--- src/rtl/ndlib_pkg.sv ---
// Shared mode encodings for the ndlib register blocks.
// Every block that decodes a 2-bit S select imports these names.
package ndlib_pkg;

  localparam logic [1:0] HOLD = 2'b00;
  localparam logic [1:0] SHR  = 2'b01;
  localparam logic [1:0] SHL  = 2'b10;
  localparam logic [1:0] LOAD = 2'b11;

endpackage : ndlib_pkg

--- src/rtl/univ_reg_p_bit.sv ---
// One register bit: a 4:1 mode mux feeding a plain D flip-flop.
// Reset is folded into the mux so the flop itself has no preset/clear.
module univ_reg_p_bit
  import ndlib_pkg::*;
(
  input  logic       clk,
  input  logic       clrn,
  input  logic       ce,
  input  logic [1:0] mode,
  input  logic       loadBit,
  input  logic       shrBit,
  input  logic       shlBit,
  input  logic       resetBit,
  output logic       q
);

  logic nextBit;

  // Next-state select: reset wins, then clock enable, then mode.
  always_comb begin
    nextBit = q;
    if (!clrn) begin
      nextBit = resetBit;
    end else if (ce) begin
      case (mode)
        HOLD:    nextBit = q;
        SHR:     nextBit = shrBit;
        SHL:     nextBit = shlBit;
        LOAD:    nextBit = loadBit;
        default: nextBit = q;
      endcase
    end else begin
      nextBit = q;
    end
  end

  // Storage flop.
  always_ff @(posedge clk) begin
    q <= nextBit;
  end

endmodule : univ_reg_p_bit

--- src/rtl/univ_reg_p.sv ---
// Universal shift register: hold, shift right, shift left, parallel load,
// with serial fill or end-around rotation and registered shift-out bits.
module univ_reg_p
  import ndlib_pkg::*;
#(
  parameter int               WIDTH       = 4,
  parameter logic [WIDTH-1:0] RESET_VALUE = {WIDTH{1'b0}},
  parameter bit               ROTATE      = 1'b0
) (
  input  logic             CP,
  input  logic             CLRN,
  input  logic             CE,
  input  logic [1:0]       S,
  input  logic [WIDTH-1:0] D,
  input  logic             SIR,
  input  logic             SIL,
  output logic [WIDTH-1:0] Q,
  output logic [WIDTH-1:0] QN,
  output logic             SOR,
  output logic             SOL,
  output logic             ZERO
);

  logic             shrIn;
  logic             shlIn;
  logic [WIDTH-1:0] shrVec;
  logic [WIDTH-1:0] shlVec;

  // In rotate mode the serial inputs are replaced by the opposite end bit.
  assign shrIn  = ROTATE ? Q[0] : SIR;
  assign shlIn  = ROTATE ? Q[WIDTH-1] : SIL;
  assign shrVec = {shrIn, Q[WIDTH-1:1]};
  assign shlVec = {Q[WIDTH-2:0], shlIn};

  for (genvar i = 0; i < WIDTH; i++) begin : gBit
    univ_reg_p_bit uBit (
      .clk      (CP),
      .clrn     (CLRN),
      .ce       (CE),
      .mode     (S),
      .loadBit  (D[i]),
      .shrBit   (shrVec[i]),
      .shlBit   (shlVec[i]),
      .resetBit (RESET_VALUE[i]),
      .q        (Q[i])
    );
  end

  assign QN   = ~Q;
  assign ZERO = (Q == {WIDTH{1'b0}});

  // Shift-out bits capture the end bit leaving the register on each shift.
  always_ff @(posedge CP) begin
    if (!CLRN) begin
      SOR <= 1'b0;
      SOL <= 1'b0;
    end else if (CE && (S == SHR)) begin
      SOR <= Q[0];
      SOL <= SOL;
    end else if (CE && (S == SHL)) begin
      SOR <= SOR;
      SOL <= Q[WIDTH-1];
    end else begin
      SOR <= SOR;
      SOL <= SOL;
    end
  end

endmodule : univ_reg_p
--- config.mk ---
export PLATFORM = sky130hd
export DESIGN_NAME = univ_reg_p
export DESIGN_NICKNAME = d
export VERILOG_FILES = /design/src/rtl/ndlib_pkg.sv /design/src/rtl/univ_reg_p_bit.sv /design/src/rtl/univ_reg_p.sv
export SDC_FILE = /design/constraint.sdc
export NUM_CORES = 1
export LEC_CHECK = 0
export ABC_AREA = 1
export BUFFER_PORTS_ARGS = -buffer_cell sky130_fd_sc_hd__buf_2
export CAP_MARGIN = 10
export CELL_PAD_IN_SITES_DETAIL_PLACEMENT = 1
export CELL_PAD_IN_SITES_GLOBAL_PLACEMENT = 1
export CORE_MARGIN = 3
export CORE_UTILIZATION = 28
export DETAILED_ROUTE_END_ITERATION = 10
export PLACE_DENSITY_LB_ADDON = 0.1
export SLEW_MARGIN = 20
export SYNTH_ARGS = -nofsm -noshare
export SYNTH_HDL_FRONTEND = slang
export SYNTH_SLANG_ARGS = --single-unit
--- constraint.sdc ---
create_clock -name CP -period 2.7 [get_ports CP]
set_clock_uncertainty 0.2 [all_clocks]
set_input_delay 0.54 -clock CP [delete_from_list [all_inputs] [get_ports CP]]
set_output_delay 0.54 -clock CP [all_outputs]
set_load 0.01 [all_outputs]
==> out/results.txt <==
number of buffers inserted by hold repair at cts: 0
worst endpoint required time: 1.96 ns
Post-CTS Setup Bufs: 0
Post-route DRC: 0
Post-synth EDFFs: 0
Final Instance Area: 510.5 sq um
critical path class: reg2out
Placed Area: 488.0 sq um
adder-cell share of the synthesized area: 0%
Post-Syn Area: 406.6 sq um
Layout Nets: 96
Clock transition at path regs: 0.06 ns
worst hold endpoint: SOL
CP max FO: 5
die area: 1946 sq um
Yosys warnings: 0
vias in the first global route: 457
htree depth: 1
r2r setup slk: 1.71 ns
layout cells sized above 1: 32.53%
Hold Path Origin: SOL
WL final: 1206 um
Layout area overhead: 25.54%
met2 Track Usage GR: 21.80%
top-count cell post-synth: nand2_1
Filler cells: 202
Worst Hold Depth: 2
Seq/Total Area, Yosys: 29.54%
largest area contributor in the netlist: dfxtp_1
worst r2r src: gBit[1].uBit.q
DP Worst Slack: 1.084 ns
height of the die: 44.11 um
initial antenna violation count: 0
GRT Residual Overflow: 0
FP Rows: 13
r2r endpoint: gBit[2].uBit.q
Clock Root Buffer: clkbuf_4
Final setup viols: 0
commonest register cell after synthesis: dfxtp_1
drt pass-1 iters: 2
Clk Latency, worst-skew pair: 0.25 ns
diodes inserted: 0
vias: 472
max-cap viol count: 0
M1 GR Usage: 17.36%
slew margin rel.: 83.51%
Max VDD drop: 220.2 uV
Post-Synth Simple-Gate Area: 49.85%
HPWL Detailed: 907.3 um
WL/cell: 12.31 um
post-route setup slack: 0.9261 ns
cts bufs inserted: 3
Worst setup SP type: flip-flop
Commonest cells post-synth: nand2_1 (17), nand3_1 (14), nor2_1 (9)
Clock Sinks: 6
ratio of final minimum period to clock period: 65.70%
worst min path class: reg2reg
maximum clock frequency: 563.7 MHz
grt met3 use: 4.878%
Syn Nets: 76
Worst setup EP type: output port
largest net degree at the start of global routing: 12
Worst Path Arrival: 1.03 ns
fraction of registers with async set/reset: 0%
Synth cell types: 14
outcome: complete, no violations
IO Count: 22
post-synthesis register bit count: 6
post-synthesis compound-gate area fraction: 4.615%
Total GRT Usage: 13.92%
reg2reg path depth: 4
first-pass GRT wire length: 1959 um
Static Leak: 0.2810 nW
largest family of logic cells by synthesized area: simple AND/OR/NAND/NOR gates
Core ar.: 1334 sq um
Max Buffers Root-to-Sink: 2
XOR/XNOR share of the synthesized area: 0%
Starting Density: 30.49%
Fin. Hold Viols: 0
Syn Area/Cell: 6.256 sq um
Slew Limit Fails: 0
DIE WIDTH: 44.11 um
# resized after CTS: 0
Gate Count Post-Synth: 65
TNS Setup: 0 ns
DRT iter0 DRCs: 4
Final Power: 0.2556 mW
ANT nets after route: 0
routability congestion estimate: 0.7632
Via density: 4.816
CTS tree: built
PwrDens: 500.6 nW/um^2
Area contributors post-synth: dfxtp_1 (30%), nand3_1 (17%), nand2_1 (16%), buf_4 (9.2%), nor2_1 (8.3%)
share of the synthesized area in the top cell type: 29.54%
Core Util, Final: 38.27%
grt peak-use layer: met2
port buffer count: 21
RSZ-0062 raised after global routing: no
mux cell area share after synthesis: 0%
Tightest Pin Transition: 0.2471 ns
fin crit period: 1.774 ns
-- worst max path at each step --
stage / start / slack [ns] / end
CTS: gBit[0].uBit.q / 0.91 / ZERO
global placement: S[1] / 1.14 / gBit[2].uBit.q
finish: gBit[0].uBit.q / 0.93 / ZERO
detailed placement: S[1] / 1.08 / gBit[2].uBit.q
floorplan: gBit[0].uBit.q / 1.19 / ZERO
global route: gBit[0].uBit.q / 0.86 / ZERO
-- logic make-up after synthesis --
kind of cell	after synthesis
AO/OA/AOI/OAI	3
buffers and inverters	12
flip-flops	6
AND/OR/NAND/NOR	44
-- power breakdown --
part / internal [mW] / total (mW) / switching (mW)
Combinational: 0.0260 / 0.0641 / 0.0381
Clock: 0.0508 / 0.0903 / 0.0395
Sequential: 0.0945 / 0.101 / 0.00666
Total: 0.171 / 0.256 / 0.0843
-- stage by stage --
step,instances,hold WS [ns]
2_1_floorplan,65,0.2921
3_3_place_gp,95,0.2636
3_5_place_dp,95,0.2658
4_1_cts,98,0.2731
5_1_grt,98,0.3144
6_report,98,0.2674
-- cell type report --
type | count | area, sq um | area share (%)
inverters | 6 | 22.52 | 4.412
repair buffers | 21 | 105.1 | 20.59
flip-flops and latches | 6 | 120.1 | 23.53
clock buffers | 3 | 22.52 | 4.412
multi-input cells | 47 | 221.5 | 43.38
well taps | 15 | 18.77 | 3.676
-- placed cells by master, fill, tap and decap left out --
master / instances
buf_2: 21
dfxtp_1: 6
inv_1: 5
inv_2: 1
clkbuf_4: 3
a21boi_0: 1
o21ai_0: 1
a31oi_1: 1
nand2_1: 17
nand4_1: 1
nor2_1: 9
nor4_1: 1
nand2_4: 2
nand3_1: 14
-- state kept, by name, summed over array words and instances, names as in the netlist --
name and count:
SOR 1, gBit.uBit.q 4, SOL 1
-- worst max-delay path, cell delays in order (launching register included) --
cell and delay (ns):
dfxtp_1 0.35, nor4_1 0.26, buf_2 0.17
-- metal layers --
metal / wire length [um] / up-vias
met5: 0 / -
met4: 0 / 0
met3: 72 / 0
met2: 583 / 13
met1: 550 / 212
li1: - / 247
No activity file was read; power rests on OpenSTA's default activity.
